File: src/rtl/uart_pkg.sv
// Shared types and constants for the UART transmitter.
package uart_pkg;

  typedef enum logic [2:0] {
    IDLE,
    START,
    DATA,
    PARITY,
    STOP
  } uart_tx_state_t;

  localparam int   UART_DATA_BITS  = 8;
  localparam logic UART_IDLE_LEVEL = 1'b1;

endpackage

File: src/rtl/sync_fifo.sv
// Single-clock FIFO with registered count; show-ahead read of the head entry.
module sync_fifo #(
  parameter int WIDTH = 8,
  parameter int DEPTH = 4
) (
  input  logic             clk_i,
  input  logic             rst_i,
  input  logic             push_i,
  input  logic             pop_i,
  input  logic [WIDTH-1:0] data_i,
  output logic [WIDTH-1:0] data_o,
  output logic             full_o,
  output logic             empty_o
);

  localparam int AW = $clog2(DEPTH);

  logic [WIDTH-1:0] mem_q [DEPTH];
  logic [AW-1:0]    wr_q, wr_d;
  logic [AW-1:0]    rd_q, rd_d;
  logic [AW:0]      cnt_q, cnt_d;

  always_comb begin
    wr_d  = wr_q;
    rd_d  = rd_q;
    cnt_d = cnt_q;
    if (push_i) wr_d = wr_q + AW'(1);
    if (pop_i)  rd_d = rd_q + AW'(1);
    unique case ({push_i, pop_i})
      2'b10:   cnt_d = cnt_q + (AW+1)'(1);
      2'b01:   cnt_d = cnt_q - (AW+1)'(1);
      default: cnt_d = cnt_q;
    endcase
  end

  always_ff @(posedge clk_i) begin
    if (rst_i) begin
      wr_q  <= '0;
      rd_q  <= '0;
      cnt_q <= '0;
    end else begin
      wr_q  <= wr_d;
      rd_q  <= rd_d;
      cnt_q <= cnt_d;
    end
  end

  // Storage needs no reset: the count gates every read.
  always_ff @(posedge clk_i) begin
    if (push_i) mem_q[wr_q] <= data_i;
  end

  assign data_o  = mem_q[rd_q];
  assign full_o  = (cnt_q == (AW+1)'(DEPTH));
  assign empty_o = (cnt_q == '0);

endmodule

File: src/rtl/uart_tx.sv
// Buffered UART transmitter, 8N1 by default; define UART_TX_PARITY_EN for 8E1.
module uart_tx
  import uart_pkg::*;
#(
  parameter int CLK_DIV    = 16,
  parameter int FIFO_DEPTH = 4
) (
  input  logic       i_clk,
  input  logic       i_reset,
  input  logic [7:0] i_data,
  input  logic       i_wrOut,
  output logic       o_tx,
  output logic       o_busy,
  output logic       o_full,
  output logic       o_overflow
);

  localparam int CW = $clog2(CLK_DIV);

  uart_tx_state_t            state_q, state_d;
  logic [CW-1:0]             cnt_q, cnt_d;
  logic [2:0]                idx_q, idx_d;
  logic [UART_DATA_BITS-1:0] sh_q, sh_d;
  logic                      tx_q, tx_d;
  logic                      ovf_q, ovf_d;
`ifdef UART_TX_PARITY_EN
  logic                      par_q, par_d;
`endif

  logic       push, pop, full, empty, last;
  logic [7:0] head;

  sync_fifo #(
    .WIDTH (UART_DATA_BITS),
    .DEPTH (FIFO_DEPTH)
  ) u_fifo (
    .clk_i   (i_clk),
    .rst_i   (i_reset),
    .push_i  (push),
    .pop_i   (pop),
    .data_i  (i_data),
    .data_o  (head),
    .full_o  (full),
    .empty_o (empty)
  );

  assign last  = (cnt_q == CW'(CLK_DIV - 1));
  // A pop in the same cycle frees the slot this write lands in.
  assign push  = i_wrOut & (~full | pop);
  assign ovf_d = ovf_q | (i_wrOut & full & ~pop);

  always_comb begin
    state_d = state_q;
    cnt_d   = cnt_q + CW'(1);
    idx_d   = idx_q;
    sh_d    = sh_q;
    pop     = 1'b0;
`ifdef UART_TX_PARITY_EN
    par_d   = par_q;
`endif
    unique case (state_q)
      IDLE: begin
        cnt_d = '0;
        if (!empty) begin
          pop     = 1'b1;
          sh_d    = head;
          state_d = START;
`ifdef UART_TX_PARITY_EN
          par_d   = ^head;
`endif
        end
      end
      START: begin
        if (last) begin
          cnt_d   = '0;
          idx_d   = '0;
          state_d = DATA;
        end
      end
      DATA: begin
        if (last) begin
          cnt_d = '0;
          sh_d  = sh_q >> 1;
          idx_d = idx_q + 3'd1;
          if (idx_q == 3'(UART_DATA_BITS - 1)) begin
`ifdef UART_TX_PARITY_EN
            state_d = PARITY;
`else
            state_d = STOP;
`endif
          end
        end
      end
`ifdef UART_TX_PARITY_EN
      PARITY: begin
        if (last) begin
          cnt_d   = '0;
          state_d = STOP;
        end
      end
`endif
      STOP: begin
        if (last) begin
          cnt_d = '0;
          if (!empty) begin
            pop     = 1'b1;
            sh_d    = head;
            state_d = START;
`ifdef UART_TX_PARITY_EN
            par_d   = ^head;
`endif
          end else begin
            state_d = IDLE;
          end
        end
      end
      default: begin
        cnt_d   = '0;
        state_d = IDLE;
      end
    endcase
  end

  // Line level follows the next state so o_tx changes on the transition edge.
  always_comb begin
    tx_d = UART_IDLE_LEVEL;
    unique case (state_d)
      START:   tx_d = 1'b0;
      DATA:    tx_d = sh_d[0];
`ifdef UART_TX_PARITY_EN
      PARITY:  tx_d = par_q;
`endif
      default: tx_d = UART_IDLE_LEVEL;
    endcase
  end

  always_ff @(posedge i_clk) begin
    if (i_reset) begin
      state_q <= IDLE;
      cnt_q   <= '0;
      idx_q   <= '0;
      sh_q    <= '0;
      tx_q    <= UART_IDLE_LEVEL;
      ovf_q   <= 1'b0;
`ifdef UART_TX_PARITY_EN
      par_q   <= 1'b0;
`endif
    end else begin
      state_q <= state_d;
      cnt_q   <= cnt_d;
      idx_q   <= idx_d;
      sh_q    <= sh_d;
      tx_q    <= tx_d;
      ovf_q   <= ovf_d;
`ifdef UART_TX_PARITY_EN
      par_q   <= par_d;
`endif
    end
  end

  assign o_tx       = tx_q;
  assign o_busy     = (state_q != IDLE) | ~empty;
  assign o_full     = full;
  assign o_overflow = ovf_q;

endmodule
File: config.mk
export PLATFORM = sky130hd
export DESIGN_NAME = uart_tx
export DESIGN_NICKNAME = d
export VERILOG_FILES = /design/src/rtl/uart_pkg.sv /design/src/rtl/sync_fifo.sv /design/src/rtl/uart_tx.sv
export SDC_FILE = /design/constraint.sdc
export NUM_CORES = 1
export LEC_CHECK = 0
export CAP_MARGIN = 15
export CORE_UTILIZATION = 58
export DETAILED_ROUTE_END_ITERATION = 10
export GPL_TIMING_DRIVEN = 0
export HOLD_SLACK_MARGIN = 0.02
export PLACE_DENSITY = 0.84
export SYNTH_ARGS = -nofsm -noshare
export SYNTH_HDL_FRONTEND = slang
export SYNTH_SLANG_ARGS = --single-unit
File: constraint.sdc
create_clock -name i_clk -period 3.1 [get_ports i_clk]
set_input_delay 0.62 -clock i_clk [delete_from_list [all_inputs] [get_ports i_clk]]
set_output_delay 0.62 -clock i_clk [all_outputs]
set_load 0.02 [all_outputs]
======== Word-level counts from Yosys, hierarchy flattened ========
Memory sizes are Yosys's and may differ from the RTL's. A register that Yosys moved wholly into a read port is not among the register bits.
Index checks and enable logic that the tools add are counted.
storage, ports and cells
  register bits after elaboration ......... 27
  bits in writable memories ............... 32
  word-level logic and storage cells ...... 73
  memories kept ........................... 1
cells by class
  add/sub/neg operators ................... 6
  eq/ne operators ......................... 13
  multiplexer cells ....................... 23
  bitwise logic cells ..................... 10
  reduce and logical (&&, ||, !) cells .... 10
memory list
  name          depth  bits a word  read ports  clocked after memory_dff  wr ports  RTL line         text
  u_fifo.mem_q  4      8            1           1                         1         sync_fifo.sv:18  logic [WIDTH-1:0] mem_q [DEPTH];
operator list
  operator             count
  $mux 8               3
  $pmux 8 s3           1
  $mux 3               7
  $pmux 3 s2           2
  $pmux 3 s4           1
  $eq 3x3->1 const B   3
  $add 3x1->3 const B  2
  $eq 3x1->1 const B   2
  $eq 3x2->1 const B   2
  $logic_not 3->1      2
  $ne 2x2->1 const B   3
  $reduce_and 3->1     2
  $reduce_bool 3->1    2
  $reduce_or 3->1      2
  $mux 1               5
  $add 2x1->2 const B  2
  $add 4x1->4 const B  1
  $eq 4x4->1 const B   1
  $mux 2               2
  $not 1->1            4
  $pmux 1 s2           2
  $reduce_bool 2->1    2
  $and 1x1->1          3
  $or 1x1->1           3
  other kinds (3)      3

======== Longest topological paths before layout ========
  depth after elaboration ................. 8
  depth in mapped cells ................... 12
  gate-level depth less buffers ........... 11

======== Modules after synthesis ========
Synthesis repeated with hierarchy kept, for this count alone.
second synthesis, totals
  cells, all modules ...................... 193
  area, all modules ....................... 2,553.7 um2
by module, submodules not included
  module     times used  cells each  area each (um2)
  sync_fifo  1           89          1,591.5
  uart_tx    1           104         962.2

======== Worst setup path before layout ========
No wires, ideal clock.
  path kind ............................... register to register
  start point ............................. register cnt_q[0]
  end point ............................... register u_fifo.cnt_q[2]
  library setup time ...................... 0.071 ns
  arrival ................................. 2.493 ns
  data required time ...................... 3.029 ns
  slack ................................... 0.537 ns
  cell stages (with the launch flop) ...... 12
  path through ............................ dfxtp_1 ha_1 nand3_2 buf_6 a2111oi_4 buf_4 ha_1 inv_1 fa_1 xor2_1 or3_1 a21oi_1
on the way
  longest elaborated chain between the ends .. 7
RTL lines
  item                                             RTL line         text
  from (decl)                                      uart_tx.sv:21    logic [CW-1:0] cnt_q, cnt_d;
  from (signal assigned)                           uart_tx.sv:150   cnt_q <= cnt_d;
  $eq 4x4->1 *                                     uart_tx.sv:47    assign last = (cnt_q == CW'(CLK_DIV - 1));
  $mux 1 *                                         uart_tx.sv:103   if (last) begin
  $pmux 1 s2 *                                     uart_tx.sv:61    unique case (state_q)
  net pop                                          uart_tx.sv:30    logic push, pop, full, empty, last;
  $or 1x1->1                                       uart_tx.sv:49    assign push = i_wrOut & (~full | pop);
  $and 1x1->1                                      uart_tx.sv:49
  $eq 2x1->1 or $eq 2x2->1 (tied branches)         sync_fifo.sv:29  unique case ({push_i, pop_i})
  $pmux 3 s2 or $reduce_bool 2->1 (tied branches)  -
  to (signal assigned)                             sync_fifo.sv:44  cnt_q <= cnt_d;
  to (decl)                                        sync_fifo.sv:21  logic [AW:0] cnt_q, cnt_d;
The timed path passes the listed nets; every way through them passes the cells marked *.
A chain may end at the register's enable or synchronous reset.

======== Final worst setup path ========
Same ends and word-level chain as after synthesis.

==> flow_summary.html <==
<table>
<tr><th>Metric</th><th>Value</th></tr>
<tr><th colspan="2">Finish</th></tr>
<tr><td>Layout fillers</td><td>306</td></tr>
<tr><td>Layout cell share with drive strength beyond 1</td><td>17.0%</td></tr>
<tr><td>Post-layout nets</td><td>245</td></tr>
<tr><td>Number of cells in the finished layout apart from fillers</td><td>282</td></tr>
<tr><td>Synth-to-Final Area Change</td><td>15.8%</td></tr>
<tr><td>Number of antenna cells inserted</td><td>0</td></tr>
<tr><th colspan="2">Synth</th></tr>
<tr><td>Sequential cell area fraction in the yosys report</td><td>58.1%</td></tr>
<tr><td>Synthesized-area fraction occupied by ao, oa, aoi and oai cells</td><td>12.9%</td></tr>
<tr><td>Synthesized instance count</td><td>200</td></tr>
<tr><td>Share of synthesized cell area in full adder, half adder and majority cells</td><td>4.95%</td></tr>
<tr><td>Number of warning messages in the yosys log</td><td>0</td></tr>
<tr><td>Total of flip-flops plus latches after synthesis</td><td>61</td></tr>
<tr><td>Simple-gate share of the synthesized area</td><td>10.2%</td></tr>
<tr><td>Cell type with the highest aggregate area in the netlist</td><td>edfxtp_1</td></tr>
<tr><td>Synth cell count leaders</td><td>edfxtp_1 (32), dfxtp_1 (29), nor2_1 (14), a21oi_1 (10), o21ai_0 (9)</td></tr>
<tr><td>Xor/xnor cell area share of the yosys netlist</td><td>1.98%</td></tr>
<tr><td>Post-synth cell types</td><td>50</td></tr>
<tr><td>Yosys top cell area share</td><td>36.2%</td></tr>
<tr><td>Mean post-synth cell area</td><td>13.3 um2</td></tr>
<tr><td>Fraction of synthesis flops using an asynchronous set or reset pin</td><td>0%</td></tr>
<tr><td>Netlist Area Pre-Place</td><td>0.00265 mm2</td></tr>
<tr><td>Combinational family with the most area after synthesis</td><td>compound AO/OA/AOI/OAI gates</td></tr>
<tr><td>Top_reg_cell synth</td><td>edfxtp_1</td></tr>
<tr><td>Most numerous cell in the Yosys netlist</td><td>edfxtp_1</td></tr>
<tr><td>Number of enable flip-flop cells after synthesis</td><td>32</td></tr>
<tr><td>Post-Synthesis Net Count</td><td>220</td></tr>
<tr><td>Top cells by area in the synthesized netlist</td><td>edfxtp_1 (36%), dfxtp_1 (22%), mux4_2 (6.8%)</td></tr>
<tr><td>Mux contribution to synthesized area</td><td>8.40%</td></tr>
<tr><th colspan="2">Clock network</th></tr>
<tr><td>Clk buf depth</td><td>2</td></tr>
<tr><td>Buffers inserted by post-CTS timing repair</td><td>0</td></tr>
<tr><td>Number of gates given a new drive strength after cts</td><td>0</td></tr>
<tr><td>Clock-pin transition on the worst setup and hold timing paths</td><td>70 ps</td></tr>
<tr><td>CTS Sinks</td><td>61</td></tr>
<tr><td>TritonCTS clock tree</td><td>yes</td></tr>
<tr><td>Post-CTS Hold Buffers</td><td>0</td></tr>
<tr><td>Clock latency of the later-clocked register in the worst-skew pair</td><td>340 ps</td></tr>
<tr><td>H-tree levels</td><td>3</td></tr>
<tr><td>TritonCTS buffer count</td><td>9</td></tr>
<tr><td>Root buffer cell</td><td>clkbuf_8</td></tr>
<tr><th colspan="2">Worst setup path</th></tr>
<tr><td>Worst setup EP type</td><td>register</td></tr>
<tr><td>Highest net fanout along the worst path</td><td>10</td></tr>
<tr><td>Worst R2R Path Depth</td><td>11</td></tr>
<tr><td>Critical path data required time</td><td>3370 ps</td></tr>
<tr><td>Critical path data arrival time</td><td>3090 ps</td></tr>
<tr><td>Critical path type</td><td>register to register</td></tr>
<tr><td>CP startpoint kind</td><td>register</td></tr>
<tr><th colspan="2">Timing</th></tr>
<tr><td>Worst clock skew</td><td>11.5 ps</td></tr>
<tr><td>Number of failing hold endpoints at the final stage</td><td>0</td></tr>
<tr><td>Final critical-path required period</td><td>2830 ps</td></tr>
<tr><td>Worst Max-Slew Pin Slew</td><td>705 ps</td></tr>
<tr><td>Highest clock frequency the design can meet</td><td>354 MHz</td></tr>
<tr><td>RSZ-0062 raised after global routing</td><td>no</td></tr>
<tr><td>Total setup violations reported at the end of the flow</td><td>0</td></tr>
<tr><td>Final period utilization</td><td>91.2%</td></tr>
<tr><td>Worst max-slew margin expressed relative to the limit</td><td>52.7%</td></tr>
<tr><td>Total count of max-transition violations in the final report</td><td>0</td></tr>
<tr><td>Sum of negative setup slack</td><td>0 ps</td></tr>
<tr><th colspan="2">Place</th></tr>
<tr><td>Buffers on Ports</td><td>14</td></tr>
<tr><td>Placed insts</td><td>266</td></tr>
<tr><td>HPWL Detailed</td><td>3220 um</td></tr>
<tr><td>Gp weighted congestion</td><td>0.797</td></tr>
<tr><th colspan="2">Floorplan</th></tr>
<tr><td>Die width</td><td>69.6 um</td></tr>
<tr><td>Die area</td><td>0.00485 mm2</td></tr>
<tr><td>Number of top-level pins</td><td>15</td></tr>
<tr><td>Placeable core area</td><td>0.00438 mm2</td></tr>
<tr><td>Vertical die dimension</td><td>69.6 um</td></tr>
<tr><td>Starting density of the core</td><td>60.5%</td></tr>
<tr><td>Core Rows</td><td>24</td></tr>
<tr><th colspan="2">Detailed routing</th></tr>
<tr><td>Drt initial violations</td><td>179</td></tr>
<tr><td>Ratio of routed vias to standard cells</td><td>5.88</td></tr>
<tr><td>ANT nets after route</td><td>0</td></tr>
<tr><td>Average detailed-routed wire length per instance</td><td>16.9 um</td></tr>
<tr><td>Vias</td><td>1657</td></tr>
<tr><td>Final routed wirelength across all metal layers</td><td>4750 um</td></tr>
<tr><td>Number of detailed-routing iterations run before antenna repair</td><td>4</td></tr>
<tr><td>DRC violations left</td><td>0</td></tr>
<tr><th colspan="2">Run status</th></tr>
<tr><td>Outcome</td><td>completed</td></tr>
<tr><th colspan="2">Power and ir drop</th></tr>
<tr><td>Proportion of power drawn by flip-flops and latches</td><td>40.9%</td></tr>
<tr><td>Static Leakage</td><td>0.00109 uW</td></tr>
<tr><td>Ratio of total power to cell area</td><td>831 mW/mm2</td></tr>
<tr><td>Max rail drop VDD</td><td>0.000619 V</td></tr>
<tr><td>Net Switching</td><td>785 uW</td></tr>
<tr><td>Combinational Power Share</td><td>29.4%</td></tr>
<tr><td>Internal power contribution</td><td>1770 uW</td></tr>
<tr><td>Clock network fraction of total power</td><td>29.7%</td></tr>
<tr><td>Sw Share</td><td>30.7%</td></tr>
<tr><th colspan="2">Global route</th></tr>
<tr><td>Wire length of the first global-routing pass</td><td>7850 um</td></tr>
<tr><td>Maximum number of pins on one net before global-route repair</td><td>12</td></tr>
<tr><td>Number of global-route vias before repair</td><td>1670</td></tr>
<tr><td>Remaining global-route overflow</td><td>0</td></tr>
<tr><td>Initial antenna violation count</td><td>0</td></tr>
<tr><td>Total Routing Usage GR</td><td>21.8%</td></tr>
<tr><th colspan="2">Hold path</th></tr>
<tr><td>Hold Path Stages</td><td>1</td></tr>
<tr><td>Class of the tightest hold or removal check</td><td>register to register</td></tr>
<tr><th colspan="2">Flow run</th></tr>
<tr><td>Number of maximum-capacitance violations</td><td>0</td></tr>
</table>
-- worst paths after layout --
kind / startpoint / end / slack, ps
max: cnt_q[0] / u_fifo.cnt_q[2] / 270
min: cnt_q[0] / cnt_q[0] / 450
min reg2reg: cnt_q[0] / cnt_q[0] / 450
max reg2reg: cnt_q[0] / u_fifo.cnt_q[2] / 270
-- worst max-delay path: stages, from the launching register on --
cell	delay, ps
dfxtp_1	350
ha_1	250
nand3_2	120
buf_6	170
a2111oi_4	380
buf_4	250
ha_1	210
inv_1	60
fa_1	370
xor2_1	160
or3_1	300
a21oi_1	130
-- state kept, by name, indices dropped and copies added, names as in the netlist, named ones only --
signal and flops:
state_q 3, u_fifo.rd_q 2, u_fifo.mem_q 32, o_tx 1
u_fifo.wr_q 2, o_overflow 1, cnt_q 4, sh_q 8
idx_q 3, u_fifo.cnt_q 3
-- power by group through the flow --
stage	registers [uW]	clock network (uW)	logic, uW
2_1_floorplan	1050	0	553
3_3_place_gp	1050	0	723
3_5_place_dp	1060	0	750
4_1_cts	1040	769	752
5_1_grt	1060	796	830
6_report	1050	757	750
-- layer usage --
layer  wire (um)  track usage [%]  up-vias
li1            -                -      810
met1        2150             27.3      788
met2        2310             35.1       49
met3         174             4.80       10
met4         121             12.7        0
met5           0                0        -
-- placed cells by master, fill, tap and decap left out, types with 3 or more instances in the layout --
cell             synthesis  layout
nand3b_1                 3       3
nand3_1                  4       4
nor2_1                  14      14
xor2_1                   4       4
inv_1                    8       8
dfxtp_1                 29      29
ha_1                     8       8
and2_1                   4       4
clkdlybuf4s50_1          0      14
or3_1                    3       3
clkbuf_1                 3       3
edfxtp_1                32      32
o21ai_0                  9       9
a21oi_1                 10      10
nand2_1                  6       6
a22oi_1                  7       7
clkbuf_8                 0       9
mux4_2                   8       8
a31oi_1                  5       5
buf_2                    4       4
-- layout make-up --
type	instances	area [um2]	area share, %
Sequential cell	61	1540	50.2
Multi-Input combinational cell	120	1020	33.2
Timing Repair Buffer	14	140	4.56
Clock buffer	9	124	4.03
Clock inverter	7	90.1	2.93
Tap cell	52	65.1	2.12
Buffer	11	61.3	2.00
Inverter	8	30.0	0.978
-- kinds of logic after synthesis --
kind of cell	count (synthesis)
fa+ha+maj	10
buf+inv	19
compound gates	46
flops	61
xor+xnor	6
mux	12
simple gates	46
-- per-stage QoR --
step	setup WS, ps	total power (uW)	cell area (um2)	hold WS (ps)	util, %
after floorplan	537	1600	2650	418	-
after CTS	259	2560	3070	451	70.1
after global placement	342	1780	2860	434	65.2
final	273	2550	3070	453	70.1
after global routing	68.1	2680	3070	484	70.1
after detailed placement	280	1810	2860	441	65.2
Power figures use the tool's default switching activity.
